File: config.mk
export PLATFORM = sky130hd
export DESIGN_NAME = imem_boot_loader
export DESIGN_NICKNAME = d
export VERILOG_FILES = /design/src/rtl/imem_boot_loader.sv
export SDC_FILE = /design/constraint.sdc
export NUM_CORES = 1
export LEC_CHECK = 0
export ABC_AREA = 1
export BUFFER_PORTS_ARGS = -buffer_cell sky130_fd_sc_hd__buf_2
export CORE_MARGIN = 3
export CORE_UTILIZATION = 40
export CTS_CLUSTER_SIZE = 12
export DETAILED_ROUTE_END_ITERATION = 6
export SLEW_MARGIN = 15
export SYNTH_ARGS = -nofsm -noshare
export SYNTH_HDL_FRONTEND = slang
export SYNTH_SLANG_ARGS = --single-unit
File: constraint.sdc
create_clock -name clk -period 2.3 [get_ports clk]
set_input_delay 0.23 -clock clk [delete_from_list [all_inputs] [get_ports clk]]
set_output_delay 0.23 -clock clk [all_outputs]
set_load 0.05 [all_outputs]
File: src/rtl/imem_boot_loader.sv
// Boot-time instruction-memory loader: assembles a little-endian byte stream into words,
// writes them to IMEM, verifies a trailing checksum and then releases the core from reset.
module imem_boot_loader #(
    parameter int IMEM_WORDS     = 256,
    parameter int RELEASE_CYCLES = 4
) (
    input  logic        clk,
    input  logic        reset,
    input  logic        in_valid,
    input  logic [7:0]  in_data,
    output logic        in_ready,
    input  logic        reload,
    output logic        imem_we,
    output logic [31:0] imem_addr,
    output logic [31:0] imem_wdata,
    output logic        cpu_reset,
    output logic        done,
    output logic        error,
    output logic [1:0]  error_code
);

    localparam int IDX_W = $clog2(IMEM_WORDS + 1);
    localparam int RC_W  = (RELEASE_CYCLES > 1) ? $clog2(RELEASE_CYCLES) : 1;

    typedef enum logic [2:0] {
        ST_HDR,
        ST_DATA,
        ST_CSUM,
        ST_RELEASE,
        ST_RUN,
        ST_ERROR
    } state_t;

    state_t            state_q;
    logic [1:0]        byteCnt_q;
    logic [23:0]       partial_q;
    logic [IDX_W-1:0]  idx_q;
    logic [IDX_W-1:0]  len_q;
    logic [31:0]       sum_q;
    logic [RC_W-1:0]   relCnt_q;
    logic              imemWe_q;
    logic [31:0]       imemAddr_q;
    logic [31:0]       imemWdata_q;
    logic              cpuReset_q;
    logic              done_q;
    logic              error_q;
    logic [1:0]        errorCode_q;

    logic              streamState;
    logic              accept;
    logic              wordDone;
    logic [31:0]       fullWord;

    assign streamState = (state_q == ST_HDR) || (state_q == ST_DATA) || (state_q == ST_CSUM);
    assign in_ready    = !reset && streamState;
    assign accept      = in_valid && in_ready;
    assign wordDone    = accept && (byteCnt_q == 2'd3);
    // The fourth byte is combined straight from the bus so the word completes on its own edge.
    assign fullWord    = {in_data, partial_q};

    assign imem_we    = imemWe_q;
    assign imem_addr  = imemAddr_q;
    assign imem_wdata = imemWdata_q;
    assign cpu_reset  = cpuReset_q;
    assign done       = done_q;
    assign error      = error_q;
    assign error_code = errorCode_q;

    always_ff @(posedge clk) begin
        if (reset) begin
            state_q     <= ST_HDR;
            byteCnt_q   <= 2'd0;
            partial_q   <= 24'd0;
            idx_q       <= '0;
            len_q       <= '0;
            sum_q       <= 32'd0;
            relCnt_q    <= '0;
            imemWe_q    <= 1'b0;
            imemAddr_q  <= 32'd0;
            imemWdata_q <= 32'd0;
            cpuReset_q  <= 1'b1;
            done_q      <= 1'b0;
            error_q     <= 1'b0;
            errorCode_q <= 2'b00;
        end else begin
            imemWe_q <= 1'b0;

            if (accept) begin
                byteCnt_q <= byteCnt_q + 2'd1;
                case (byteCnt_q)
                    2'd0:    partial_q[7:0]   <= in_data;
                    2'd1:    partial_q[15:8]  <= in_data;
                    2'd2:    partial_q[23:16] <= in_data;
                    default: ;
                endcase
            end

            case (state_q)
                ST_HDR: begin
                    if (wordDone) begin
                        if ((fullWord == 32'd0) || (fullWord > 32'(IMEM_WORDS))) begin
                            state_q     <= ST_ERROR;
                            error_q     <= 1'b1;
                            errorCode_q <= 2'b01;
                        end else begin
                            state_q <= ST_DATA;
                            len_q   <= fullWord[IDX_W-1:0];
                            idx_q   <= '0;
                            sum_q   <= 32'd0;
                        end
                    end
                end
                ST_DATA: begin
                    if (wordDone) begin
                        imemWe_q    <= 1'b1;
                        imemAddr_q  <= 32'(idx_q) << 2;
                        imemWdata_q <= fullWord;
                        sum_q       <= sum_q + fullWord;
                        idx_q       <= idx_q + IDX_W'(1);
                        if ((idx_q + IDX_W'(1)) == len_q) begin
                            state_q <= ST_CSUM;
                        end
                    end
                end
                ST_CSUM: begin
                    if (wordDone) begin
                        if (fullWord == sum_q) begin
                            state_q  <= ST_RELEASE;
                            relCnt_q <= '0;
                        end else begin
                            state_q     <= ST_ERROR;
                            error_q     <= 1'b1;
                            errorCode_q <= 2'b10;
                        end
                    end
                end
                ST_RELEASE: begin
                    if (relCnt_q == RC_W'(RELEASE_CYCLES - 1)) begin
                        state_q    <= ST_RUN;
                        cpuReset_q <= 1'b0;
                        done_q     <= 1'b1;
                    end else begin
                        relCnt_q <= relCnt_q + RC_W'(1);
                    end
                end
                ST_RUN: begin
                    // Old IMEM contents are left in place; the next image simply overwrites them.
                    if (reload) begin
                        state_q    <= ST_HDR;
                        cpuReset_q <= 1'b1;
                        done_q     <= 1'b0;
                        byteCnt_q  <= 2'd0;
                        idx_q      <= '0;
                        sum_q      <= 32'd0;
                        relCnt_q   <= '0;
                    end
                end
                ST_ERROR: ;
                default: state_q <= ST_HDR;
            endcase
        end
    end

endmodule
==> results by group <==
Run status
  • Result of the run: finished clean

Power
  • Post-route total power: 6.588 mW
  • Fraction of power spent switching nets: 31.62%
  • Share of total power in sequential cells: 36.4%
  • Reported leakage power: 3.775 nW
  • Net switching power: 2.083 mW
  • Worst voltage drop across the vdd grid: 0.0005648 V
  • Pwr per Cell Area: 789.5 nW/um2
  • Clock Power Share: 44.3%
  • Gate power share: 19.3%
  • Internal cell power: 4.505 mW

GRT
  • Global-route wire length before repair: 34.42 mm
  • Number of global-route vias before repair: 6,512
  • Initial antenna violation count: 0
  • Largest net degree at the start of global routing: 63
  • Gr usage total: 21.70%
  • Total gr overflow: 0

Critical path
  • Data arrival at the endpoint of the critical path: 2.38 ns
  • Highest-delay cell along the critical path: sky130_fd_sc_hd__dfxtp_1
  • Cell depth of the worst flop-to-flop path: 11
  • FF-to-FF End: sum_q[3]
  • Sum of buffers and inverters on the critical path: 2
  • Worst Setup End Kind: flop
  • Delay of the slowest cell on the worst path: 0.37 ns
  • Critical Path RT: 2.61 ns
  • Sequence of cells on the critical path: inv_1 > nand4_1 > nor2_1 > nand2_1 > nor2_1 > nand2_1 > nand2_1 > nand3_2 > buf_4 > a31oi_1 > nor2_1
  • Kind of start point of the critical path: flop
  • Worst Setup Path Type: reg -> reg
  • Start of the worst register-to-register path: partial_q[20]
  • Cell family contributing the most delay on the critical path: simple AND/OR/NAND/NOR gates
  • Highest fanout seen on the critical path: 13
  • Register-to-register setup slack: 0.23 ns

Floorplanning
  • Starting density of the core: 41.55%
  • Vertical die dimension: 141.0 um
  • Width of the die: 141.0 um
  • Area inside the core boundary: 17,540 um2
  • Number of rows in the core area: 48
  • Count of pins on the block boundary: 83
  • Die outline area: 19,870 um2

Synth
  • #FFs+latches synth: 128
  • Post-synthesis mux area share: 0%
  • Ranking of synthesized cells by area: sky130_fd_sc_hd__dfxtp_1 35%, sky130_fd_sc_hd__nand2_1 12%, sky130_fd_sc_hd__a21oi_1 11%, sky130_fd_sc_hd__o21ai_0 7.3%, sky130_fd_sc_hd__ha_1 6.4%
  • Synth Area in Compound Gates: 20.61%
  • Netlist Area Pre-Place: 7286 um2
  • Count of warnings emitted by yosys: 0
  • Ys async rst share: 0%
  • Number of distinct library cells after synthesis: 39
  • Post-synthesis share of cell area spent on xor and xnor gates: 0.7213%
  • Cell type with the largest total area after synthesis: sky130_fd_sc_hd__dfxtp_1
  • Post-Synthesis Mean Instance Area: 6.803 um2
  • Sequential share of the synthesized area: 35.17%
  • Most instantiated flip-flop cell in the synthesis netlist: sky130_fd_sc_hd__dfxtp_1
  • Arithmetic-cell share of the synthesized area counting full adders, half adders and majority gates: 6.629%
  • Dominant combinational cell family by area after synthesis: simple AND/OR/NAND/NOR gates
  • EDFF count, synth: 0
  • Cell count after synthesis: 1,071
  • Proportion of netlist area held by the largest area contributor: 35.17%
  • Simple-Gate Fraction of Synth Area: 25.86%

Placed design
  • Half-perimeter wire length after placement: 16.08 mm
  • GP Congestion: 0.9641
  • PortBufs: 59

Routing
  • Router iterations before antenna repair: 5
  • DR iter-0 viols: 588
  • DRT Wirelength: 21.45 mm
  • Detailed-route wire length per cell: 15.73 um
  • Post-route DRC: 0
  • Via density per instance: 5.206
  • Remaining number of nets flagged by the antenna check after routing: 0
  • Count of vias placed by the detailed router: 7,101

Finish
  • Seq. cell area: 2562 um2
  • Core utilization of the finished layout: 47.58%
  • Area growth syn-to-layout: 14.53%
  • Number of fillers in the final layout: 1,822
  • Total Nets Final: 1,177
  • Multi-input logic area: 4024 um2
  • ANT cells: 0
  • Leading cell type in the layout, fill and taps excluded: sky130_fd_sc_hd__nand2_1
  • Most frequent cells in the layout: 236 x sky130_fd_sc_hd__nand2_1, 166 x sky130_fd_sc_hd__a21oi_1, 128 x sky130_fd_sc_hd__dfxtp_1
  • Layout cells sized above 1: 11.06%

Clock network
  • Clock slew at the register clock pins of the worst setup and hold paths: 0.06 ns
  • TritonCTS clock tree: yes
  • Root buf cell: sky130_fd_sc_hd__clkbuf_16
  • Clock sink count: 128
  • Post-CTS setup buffer count: 0
  • Number of buffers on the longest clock path: 2
  • Count of hold buffers inserted by post-cts repair: 0
  • Clock Latency Late Sink: 0.43 ns
  • Total number of H-tree levels: 4
  • TritonCTS buffer count: 17

STA
  • Post-Route Skew: 0.01889 ns
  • Post-layout min period: 2.070 ns
  • Maximum clock rate: 483.0 MHz
  • Setup TNS Final: 0 ns
  • Ratio of final minimum period to clock period: 90.01%
  • Transition time of the tightest slew-check pin: 0.5879 ns
  • Unrepaired setup endpoints after global routing: false
  • Tightest hold margin: 0.1411 ns
  • Finish-stage setup viols: 0
  • Fin. max-slew vios: 0
  • Worst slew slack as a fraction of its limit: 60.80%
  • Final Hold Vio Count: 0

Flow run
  • Max Cap Viol: 0

Worst hold path
  • Min-delay src: in_data[7]
  • Hold endpoint: imem_wdata[31]
  • Class of the tightest hold or removal check: in -> reg
  • Number of instances on the worst hold path: 3
==> routing by layer <==
| metal | share of wire, % | global-route usage, % | vias to the layer above |
|---|---|---|---|
| met3 | 7.0 | 4.953 | 24 |
| met2 | 42 | 31.83 | 237 |
| met4 | 1.6 | 6.221 | 0 |
| met1 | 49 | 31.81 | 3204 |
| met5 | 0 | 0 | - |
| li1 | - | - | 3636 |
==> state kept, by name, summed over array words and instances (netlist names), 2 cells and up <==
signal,count
byteCnt_q,2
error_code,2
idx_q,9
imem_addr,9
imem_wdata,32
len_q,9
partial_q,24
relCnt_q,2
state_q,3
sum_q,32
==> power groups by stage <==
stage | clock network, mW | logic [mW] | registers (mW)
6_report | 2.92 | 1.27 | 2.40
5_1_grt | 3.07 | 1.42 | 2.41
2_1_floorplan | 0 | 0.997 | 2.42
3_3_place_gp | 0 | 1.26 | 2.44
4_1_cts | 2.96 | 1.27 | 2.39
3_5_place_dp | 0 | 1.26 | 2.44
==> final cells by class <==
| type | count | area share, % |
|---|---|---|
| Clock buffer | 17 | 5.098 |
| Clock inverter | 14 | 2.489 |
| Inverter | 112 | 5.188 |
| Multi-Input combinational cell | 797 | 48.22 |
| Sequential cell | 128 | 30.71 |
| Tap cell | 225 | 3.374 |
| Timing Repair Buffer | 71 | 4.918 |
==> worst min-delay path, stage by stage <==
cell	delay, ns
sky130_fd_sc_hd__buf_2	0.15
sky130_fd_sc_hd__inv_1	0.08
sky130_fd_sc_hd__a21oi_1	0.06
==> cells in the mapped netlist (5+ instances only) <==
master                       n
sky130_fd_sc_hd__a21oi_1   167
sky130_fd_sc_hd__buf_2      13
sky130_fd_sc_hd__buf_4      27
sky130_fd_sc_hd__buf_6       5
sky130_fd_sc_hd__clkbuf_1   11
sky130_fd_sc_hd__dfxtp_1   128
sky130_fd_sc_hd__ha_1       37
sky130_fd_sc_hd__inv_1     106
sky130_fd_sc_hd__inv_2       5
sky130_fd_sc_hd__nand2_1   237
sky130_fd_sc_hd__nand3_1    60
sky130_fd_sc_hd__nand3b_1    7
sky130_fd_sc_hd__nand4_1    19
sky130_fd_sc_hd__nor2_1     91
sky130_fd_sc_hd__nor3_1      8
sky130_fd_sc_hd__o21ai_0   106
sky130_fd_sc_hd__o21ai_1     7
==> how the worst max path moves through the flow <==
stage                        from          to  cells after the start
CTS                  partial_q[0]   sum_q[18]                     13
detailed placement   partial_q[0]   sum_q[18]                     13
finish              partial_q[20]    sum_q[3]                     11
floorplan            partial_q[0]   sum_q[18]                     13
global route             idx_q[0]  state_q[0]                     15
global placement     partial_q[0]   sum_q[18]                     12
==> stage by stage <==
step / instances / setup slack, ns / area, um2
3_3_place_gp: 1333 / 0.1509 / 7700
2_1_floorplan: 1093 / 0.4770 / 7368
3_5_place_dp: 1333 / 0.1648 / 7700
5_1_grt: 1364 / 0.04283 / 8344
4_1_cts: 1364 / 0.1548 / 8333
6_report: 1364 / 0.2297 / 8344
==> logic make-up after synthesis <==
group | count (synthesis)
simple gates | 436
fa+ha+maj | 38
xor+xnor | 6
flops | 128
buf+inv | 168
other cells | 1
compound gates | 294
==> repair_timing <==
| item | 4_1_cts | 5_1_grt |
|---|---|---|
| endpoints found under the setup margin | 0 | 2 |
| resized for setup | 0 | 4 |
| hold endpoints to repair | 0 | 0 |
Power figures use the tool's default switching activity.
